### src/rtl/seq_addsub_if.sv
// Operand/result handshake bundle for seq_addsub.
// master drives operands and accepts results; slave is the adder/subtractor.
interface seq_addsub_if #(
  parameter int WIDTH = 32
) ();
  logic             in_valid;
  logic             in_ready;
  logic [WIDTH-1:0] a;
  logic [WIDTH-1:0] b;
  logic             sub;
  logic             out_valid;
  logic             out_ready;
  logic [WIDTH-1:0] s;
  logic             cary;
  logic             of;
  logic             eq;
  logic             zero;
  logic             neg;

  modport master (
    output in_valid, a, b, sub, out_ready,
    input  in_ready, out_valid, s, cary, of, eq, zero, neg
  );

  modport slave (
    input  in_valid, a, b, sub, out_ready,
    output in_ready, out_valid, s, cary, of, eq, zero, neg
  );
endinterface

### src/rtl/seq_addsub.sv
// Multi-cycle adder/subtractor: CHUNK bits per cycle with a registered carry.
// WIDTH must be a multiple of CHUNK; N = WIDTH/CHUNK RUN cycles per operation.
//
// state | meaning
// IDLE  | waiting for an operand beat, in_ready high
// RUN   | adding one chunk per cycle, LSB chunk first
// DONE  | result and flags presented, waiting for out_ready
module seq_addsub #(
  parameter int WIDTH = 32,
  parameter int CHUNK = 8
) (
  input logic         clk,
  input logic         rst,
  seq_addsub_if.slave bus
);
  localparam int N  = WIDTH / CHUNK;
  localparam int KW = (N > 1) ? $clog2(N) : 1;
  localparam logic [KW-1:0] K_LAST = KW'(N - 1);

  typedef enum logic [1:0] {IDLE, RUN, DONE} state_e;

  state_e           state_q, state_d;
  logic [KW-1:0]    k_q, k_d;
  logic             carry_q, carry_d;
  // a_q/b_q shift right one chunk per RUN cycle, so the live chunk is always at the bottom
  logic [WIDTH-1:0] a_q, a_d;
  logic [WIDTH-1:0] b_q, b_d;
  // partial sum accumulates from the top; after N shifts it holds the full result
  logic [WIDTH-1:0] acc_q, acc_d;
  logic             eq_pend_q, eq_pend_d;
  logic [WIDTH-1:0] s_q, s_d;
  logic             cary_q, cary_d;
  logic             of_q, of_d;
  logic             eq_q, eq_d;
  logic             zero_q, zero_d;
  logic             neg_q, neg_d;

  logic [CHUNK:0]   csum;
  logic [WIDTH-1:0] acc_next;

  // Next-state and datapath for the chunk-serial add
  always_comb begin
    state_d   = state_q;
    k_d       = k_q;
    carry_d   = carry_q;
    a_d       = a_q;
    b_d       = b_q;
    acc_d     = acc_q;
    eq_pend_d = eq_pend_q;
    s_d       = s_q;
    cary_d    = cary_q;
    of_d      = of_q;
    eq_d      = eq_q;
    zero_d    = zero_q;
    neg_d     = neg_q;

    csum     = {1'b0, a_q[CHUNK-1:0]} + {1'b0, b_q[CHUNK-1:0]} + {{CHUNK{1'b0}}, carry_q};
    acc_next = WIDTH'({csum[CHUNK-1:0], acc_q} >> CHUNK);

    case (state_q)
      IDLE: begin
        if (bus.in_valid) begin
          a_d       = bus.a;
          b_d       = bus.sub ? ~bus.b : bus.b;
          eq_pend_d = (bus.a == bus.b);
          carry_d   = bus.sub;
          k_d       = '0;
          state_d   = RUN;
        end
      end
      RUN: begin
        a_d     = a_q >> CHUNK;
        b_d     = b_q >> CHUNK;
        acc_d   = acc_next;
        carry_d = csum[CHUNK];
        k_d     = k_q + 1'b1;
        if (k_q == K_LAST) begin
          // the bottom of a_q/b_q now holds the operand MSB chunk
          s_d     = acc_next;
          cary_d  = csum[CHUNK];
          of_d    = (a_q[CHUNK-1] == b_q[CHUNK-1]) && (acc_next[WIDTH-1] != a_q[CHUNK-1]);
          eq_d    = eq_pend_q;
          zero_d  = (acc_next == '0);
          neg_d   = acc_next[WIDTH-1];
          k_d     = '0;
          state_d = DONE;
        end
      end
      DONE: begin
        if (bus.out_ready) state_d = IDLE;
      end
      default: state_d = IDLE;
    endcase
  end

  // State and datapath registers with synchronous reset
  always_ff @(posedge clk) begin
    if (rst) begin
      state_q   <= IDLE;
      k_q       <= '0;
      carry_q   <= 1'b0;
      a_q       <= '0;
      b_q       <= '0;
      acc_q     <= '0;
      eq_pend_q <= 1'b0;
      s_q       <= '0;
      cary_q    <= 1'b0;
      of_q      <= 1'b0;
      eq_q      <= 1'b0;
      zero_q    <= 1'b0;
      neg_q     <= 1'b0;
    end else begin
      state_q   <= state_d;
      k_q       <= k_d;
      carry_q   <= carry_d;
      a_q       <= a_d;
      b_q       <= b_d;
      acc_q     <= acc_d;
      eq_pend_q <= eq_pend_d;
      s_q       <= s_d;
      cary_q    <= cary_d;
      of_q      <= of_d;
      eq_q      <= eq_d;
      zero_q    <= zero_d;
      neg_q     <= neg_d;
    end
  end

  assign bus.in_ready  = (state_q == IDLE) && !rst;
  assign bus.out_valid = (state_q == DONE);
  assign bus.s         = s_q;
  assign bus.cary      = cary_q;
  assign bus.of        = of_q;
  assign bus.eq        = eq_q;
  assign bus.zero      = zero_q;
  assign bus.neg       = neg_q;
endmodule

### src/flat_wrapper.sv
// flat-port wrapper written by rule: the top's interface ports become plain ports
module seq_addsub_flat 
#(
  parameter int WIDTH = 32,
  parameter int CHUNK = 8
)
  (clk, rst, bus_in_valid, bus_a, bus_b, bus_sub, bus_out_ready, bus_in_ready, bus_out_valid, bus_s, bus_cary, bus_of, bus_eq, bus_zero, bus_neg);
  seq_addsub_if #(.WIDTH(WIDTH)) bus_i ();
  input logic clk;
  input logic rst;
  input wire logic [$bits(bus_i.in_valid)-1:0] bus_in_valid;
  input wire logic [$bits(bus_i.a)-1:0] bus_a;
  input wire logic [$bits(bus_i.b)-1:0] bus_b;
  input wire logic [$bits(bus_i.sub)-1:0] bus_sub;
  input wire logic [$bits(bus_i.out_ready)-1:0] bus_out_ready;
  output wire logic [$bits(bus_i.in_ready)-1:0] bus_in_ready;
  output wire logic [$bits(bus_i.out_valid)-1:0] bus_out_valid;
  output wire logic [$bits(bus_i.s)-1:0] bus_s;
  output wire logic [$bits(bus_i.cary)-1:0] bus_cary;
  output wire logic [$bits(bus_i.of)-1:0] bus_of;
  output wire logic [$bits(bus_i.eq)-1:0] bus_eq;
  output wire logic [$bits(bus_i.zero)-1:0] bus_zero;
  output wire logic [$bits(bus_i.neg)-1:0] bus_neg;
  assign bus_i.in_valid = bus_in_valid;
  assign bus_i.a = bus_a;
  assign bus_i.b = bus_b;
  assign bus_i.sub = bus_sub;
  assign bus_i.out_ready = bus_out_ready;
  assign bus_in_ready = bus_i.in_ready;
  assign bus_out_valid = bus_i.out_valid;
  assign bus_s = bus_i.s;
  assign bus_cary = bus_i.cary;
  assign bus_of = bus_i.of;
  assign bus_eq = bus_i.eq;
  assign bus_zero = bus_i.zero;
  assign bus_neg = bus_i.neg;
  seq_addsub #(.WIDTH(WIDTH), .CHUNK(CHUNK)) u_core (.clk(clk), .rst(rst), .bus(bus_i));
endmodule
### config.mk
export PLATFORM = sky130hd
export DESIGN_NAME = seq_addsub_flat
export DESIGN_NICKNAME = d
export VERILOG_FILES = /design/src/rtl/seq_addsub_if.sv /design/src/rtl/seq_addsub.sv /design/src/flat_wrapper.sv
export SDC_FILE = /design/constraint.sdc
export NUM_CORES = 1
export LEC_CHECK = 0
export ABC_AREA = 1
export CAP_MARGIN = 20
export CORE_ASPECT_RATIO = 0.75
export CORE_MARGIN = 10
export CORE_UTILIZATION = 40
export DETAILED_ROUTE_END_ITERATION = 8
export PLACE_DENSITY = 0.72
export REMOVE_ABC_BUFFERS = 1
export SLEW_MARGIN = 10
export SYNTH_ARGS = -nofsm -noshare
export SYNTH_HDL_FRONTEND = slang
export SYNTH_SLANG_ARGS = --single-unit
### constraint.sdc
create_clock -name clk -period 2.5 [get_ports clk]
set_input_delay 0.5 -clock clk [delete_from_list [all_inputs] [get_ports clk]]
set_output_delay 0.5 -clock clk [all_outputs]
set_load 0.02 [all_outputs]
## After elaboration in Yosys (flattened, before gate mapping)

Index checks and enable logic that the tools add are counted.

- Register bits after elaboration: 139
- Input bits: 69
- Output and inout bits: 39
- Word-level logic and storage cells: 50

- Add/sub/neg operators: 3
- Equality and inequality tests: 9
- Muxes and demuxes: 14
- Bitwise gates (word level): 1
- Reduce and logical (&&, ||, !) cells: 10

Operator list:

| cell | number |
|---|---|
| one-hot mux 32 bit (2 select lines) | 2 |
| two-way mux 32 bit | 3 |
| equality test 32 bit | 1 |
| zero test 32 bit | 1 |
| inverter 32 bit | 1 |
| two-way mux 2 bit | 5 |
| adder 8 x 8 -> 9 bit | 1 |
| adder 9 x 1 -> 9 bit | 1 |
| one-hot mux 2 bit (3 select lines) | 1 |
| AND reduction 2 bit | 3 |
| equality test 2 bit, second input constant | 2 |
| != test 2 bit, second input constant | 2 |
| one-hot mux 2 bit (2 select lines) | 1 |
| AND reduction 3 bit | 1 |
| adder 2 x 1 -> 2 bit, second input constant | 1 |
| equality test 2 x 1 -> 1 bit, second input constant | 1 |
| logical AND 1 bit | 2 |
| zero test 2 bit | 1 |
| != test 2 x 1 -> 1 bit, second input constant | 1 |
| one-hot mux 1 bit (2 select lines) | 1 |
| nonzero test 2 bit | 1 |
| equality test 1 bit | 1 |
| zero test 1 bit | 1 |
| two-way mux 1 bit | 1 |
| != test 1 bit | 1 |

## Longest topological paths before layout

- Depth after elaboration: 4
- Depth in mapped cells: 12
- Gate-level depth less buffers: 12

## Worst setup path before layout

OpenSTA, ideal clock, no wires.

- Kind: register to register
- Start point: register u_core.b_q[0]
- End point: register u_core.zero_q, in the netlist u_core.bus.zero
- Library setup time: 0.070 ns
- Arrival: 1.883 ns
- Required time: 2.430 ns
- Path slack: 0.547 ns
- Stages on the path, launching flop included: 12
- Path buffers: 0
- Period minus slack after synthesis: 1.953 ns
- Cells stage by stage: dfxtp_1 -> fa_1 -> fa_1 -> nand2_1 -> nand3_1 -> nand3_1 -> nand2_1 -> nand2_1 -> nand2_1 -> nor2_1 -> nand3_1 -> a21oi_1

- Cells in the longest elaborated chain, start to end: 3

Ends and longest elaborated chain:

| item | RTL line | RTL |
|---|---|---|
| start: declaration | seq_addsub.sv:27 | `logic [WIDTH-1:0] b_q, b_d;` |
| start signal: assignment | seq_addsub.sv:103 | `b_q <= '0;` |
| start signal: assignment | seq_addsub.sv:117 | `b_q <= b_d;` |
| adder 8 x 8 -> 9 bit | seq_addsub.sv:57 | `csum = {1'b0, a_q[CHUNK-1:0]} + {1'b0, b_q[CHUNK-1:0]} + {{CHUNK{1'b0}}, carry_q};` |
| adder 9 x 1 -> 9 bit | seq_addsub.sv:57 |  |
| zero test 32 bit | seq_addsub.sv:83 | `zero_d = (acc_next == '0);` |
| end signal: assignment | seq_addsub.sv:124 | `zero_q <= zero_d;` |
| end: declaration | seq_addsub.sv:35 | `logic zero_q, zero_d;` |

Every way passes these cells.
A chain may end at the register's enable or synchronous reset.

## Final worst setup path

- Start point: input rst
- End point: output bus_in_ready

- Cells in the longest elaborated chain, start to end: 2

Ends and longest elaborated chain:

| item | RTL line | RTL |
|---|---|---|
| start: declaration | flat_wrapper.sv:10 | `input logic rst;` |
| zero test 1 bit | seq_addsub.sv:129 | `assign bus.in_ready = (state_q == IDLE) && !rst;` |
| logical AND 1 bit | seq_addsub.sv:129 |  |
| end: declaration | flat_wrapper.sv:16 | `output wire logic [$bits(bus_i.in_ready)-1:0] bus_in_ready;` |

Every way passes these cells.

==> summary.md <==
| Metric | Value |
|---|---|
| # DRC | 0 |
| Vias post-DR | between 5000 and 6000 |
| Share of the synthesized area in the top cell type | 42.8% |
| Worst EP required | 2000 ps |
| Vias in the first global route | 5400 |
| Max FO, Critical Path | 2 |
| Drt initial violations | between 400 and 500 |
| Period utilisation layout | between 80% and 90% |
| CTS resizes | 0 |
| Most common cell after layout, fill and taps aside | nand2_1 |
| Area growth, synth to finish | 29.7% |
| Worst skew pair latency | roughly 420 ps |
| Largest vdd supply drop | approximately 0.47 mV |
| Final Hold Fails | 0 |
| Synthesized area per cell | between 7 and 8 um2 |
| RSZ-0062 raised after global routing | false |
| Crit path launch type | input port |
| R2R Path End | u_core.bus.zero$_SDFFE_PP0P_ |
| Row cnt | 38 |
| Share of cells above drive strength 1 | under 10% |
| Layout Nets | 965 |
| I/O Buffers | around 110 |
| Clk sink count | 130 |
| Fmax | between 400 and 500 MHz |
| Hold wc startpoint | u_core.a_q[28]$_SDFFE_PP0P_ |
| GP Congestion | roughly 0.9 |
| Synthesized cell area | 0.00608 mm2 |
| Largest net degree at the start of global routing | between 50 and 60 |
| Routed wire length | 17.3 mm |
| Most frequent cells in the layout | 202 x nand2_1, 130 x dfxtp_1, 106 x clkdlybuf4s50_1 |
| Reg2reg path depth | 9 |
| Post-CTS setup repair buffer count | 0 |
| TNS Setup | 0 ps |
| Sequential share of the synthesized area | 42.8% |
| Critical Path End Type | output port |
| Hpwl dp | 12.2 mm |
| FF-to-FF Start | u_core.b_q[0]$_SDFFE_PP0P_ |
| Routed vias/inst | between 5 and 6 |
| First-pass GRT wire length | 28.0 mm |
| Final setup fails | 0 |
| Synth Warn # | 0 |
| CTS H-tree lvls | 4 |
| Reg-to-reg setup timing slack | 350 ps |
| Final Power | around 0.0055 W |
| Max-slew headroom | between 60 and 70% |
| Status | completed |
| CTS Buffer Depth | 2 |
| Worst hold stages | 2 |
| Final Slew Violations | 0 |
| Post-DRT Antenna Nets | 0 |
| Yosys cell types | 36 |
| Leakage | 3.25 nW |
| Core area | ~0.015 mm2 |
| Synthesized instance count | roughly 800 |
| Critical path origin | rst |
| Hold Path Class | flip-flop to flip-flop |
| Min Tclk post-route | 2190 ps |
| Die ar. | roughly 0.02 mm2 |
| GRT Total Usage | 16.8% |
| TritonCTS clock tree | yes |
| Reg clk slew, reported paths | about 50 ps |
| Setup CP Type | input port to output port |
| Initial cell density of the core | roughly two fifths |
| Critical path arrival | 1690 ps |
| Power density over the cells | about 700 mW/mm2 |
| Max cap viols | 0 |
| Worst slew pin tran | 526 ps |
| Vert. Die Dim | 127 um |
| Cell taking the most area after synthesis | dfxtp_1 |
| Total gr overflow | 0 |
| Root Driver | clkbuf_16 |
| Hold buffer count at CTS | 0 |
| Initial antenna violation count | 1 |
| Die width | about 160 um |
| Drt pass-1 iters | 5 |
| Ranking of synthesized cells by area | dfxtp_1 43%, nand2_1 12%, xnor2_1 5.8% |
| Post-route insts no fill | between 1000 and 1500 |
| Worst hold endpoint | u_core.a_q[28]$_SDFFE_PP0P_ |
| Dpl cells | approximately 1100 |
| I/O pin count | 108 |
| Setup Skew | 15.3 ps |
| TritonCTS Buffers | 17 |
| Post-synthesis register bit count | 130 |
| Drt wl/cell | 15.8 um |
## power breakdown
group	internal, W	switching (W)	total, W
Sequential	0.00219	0.0000690	0.00226
Combinational	0.000356	0.000477	0.000833
Clock	0.00151	0.000914	0.00242
Total	0.00405	0.00146	0.00551
## state kept, by name, summed over array words and instances, names as in the netlist
signal / count
u_core.b_q: 32
u_core.eq_pend_q: 1
u_core.k_q: 2
u_core.bus.of: 1
u_core.state_q: 2
u_core.acc_q: 24
u_core.a_q: 32
u_core.bus.zero: 1
u_core.bus.s: 32
u_core.bus.cary: 1
u_core.bus.eq: 1
u_core.carry_q: 1
## synth_stat cells, drive strengths merged
master	count
inv	80
nor3	7
o21a	3
nor2	33
o21ai	60
ha	8
dfxtp	130
xor2	18
o221ai	1
fa	2
nand3	21
o21bai	4
a21oi	44
or2	5
nand2	204
o22ai	15
a31oi	25
nand4	6
xnor2	40
a221oi	1
clkbuf	15
buf	34
o221a	7
nand3b	2
a22oi	1
o211ai	26
## worst max-delay path: stages
cell	delay, ps
clkdlybuf4s50_1	420
nor3_1	140
clkdlybuf4s50_1	630
## through the flow
step                      setup slack [ps]  hold WS, ps  util [%]  cell area [um2]
after global routing                   198          488      53.7             7890
after CTS                              298          460      53.7             7890
final                                  309          463      53.7             7890
after detailed placement               316          451      49.8             7320
after global placement                 308          448      49.8             7320
after floorplan                        192          433         -             5840
## logic make-up after synthesis
logic type               share of synthesized area, %
AND/OR/NAND/NOR                                  19.1
buffers and inverters                            9.01
adder cells (fa/ha/maj)                          2.30
AO/OA/AOI/OAI                                    18.4
XOR/XNOR                                         8.35
flip-flops                                       42.8
## final cells by class
class	count	area [um2]
Multi-Input combinational cell	533	2930
Clock inverter	10	110
Antenna cell	2	5.00
Timing Repair Buffer	124	1230
Fill cell	1390	6800
Sequential cell	130	2600
Inverter	80	300
Tap cell	200	250
Clock buffer	21	460
## worst max-delay path by stage
stage	end	slack, ps	cells after the start
after global routing	u_core.bus.zero$_SDFFE_PP0P_	200	11
after detailed placement	bus_in_ready	320	3
after CTS	bus_in_ready	300	3
after global placement	bus_in_ready	310	3
final	bus_in_ready	310	3
after floorplan	u_core.bus.s[28]$_SDFFE_PP0P_	190	7
## routing by layer
metal | share of wire (%) | vias up | GRT usage [%]
met3 | 8.4 | 13 | 5.66
met2 | 42 | 189 | 24.2
li1 | - | 2799 | -
met5 | 0 | - | 0
met1 | 49 | 2536 | 23.3
met4 | 0.74 | 0 | 4.32
Note: power is estimated with default switching activity, not from simulation.
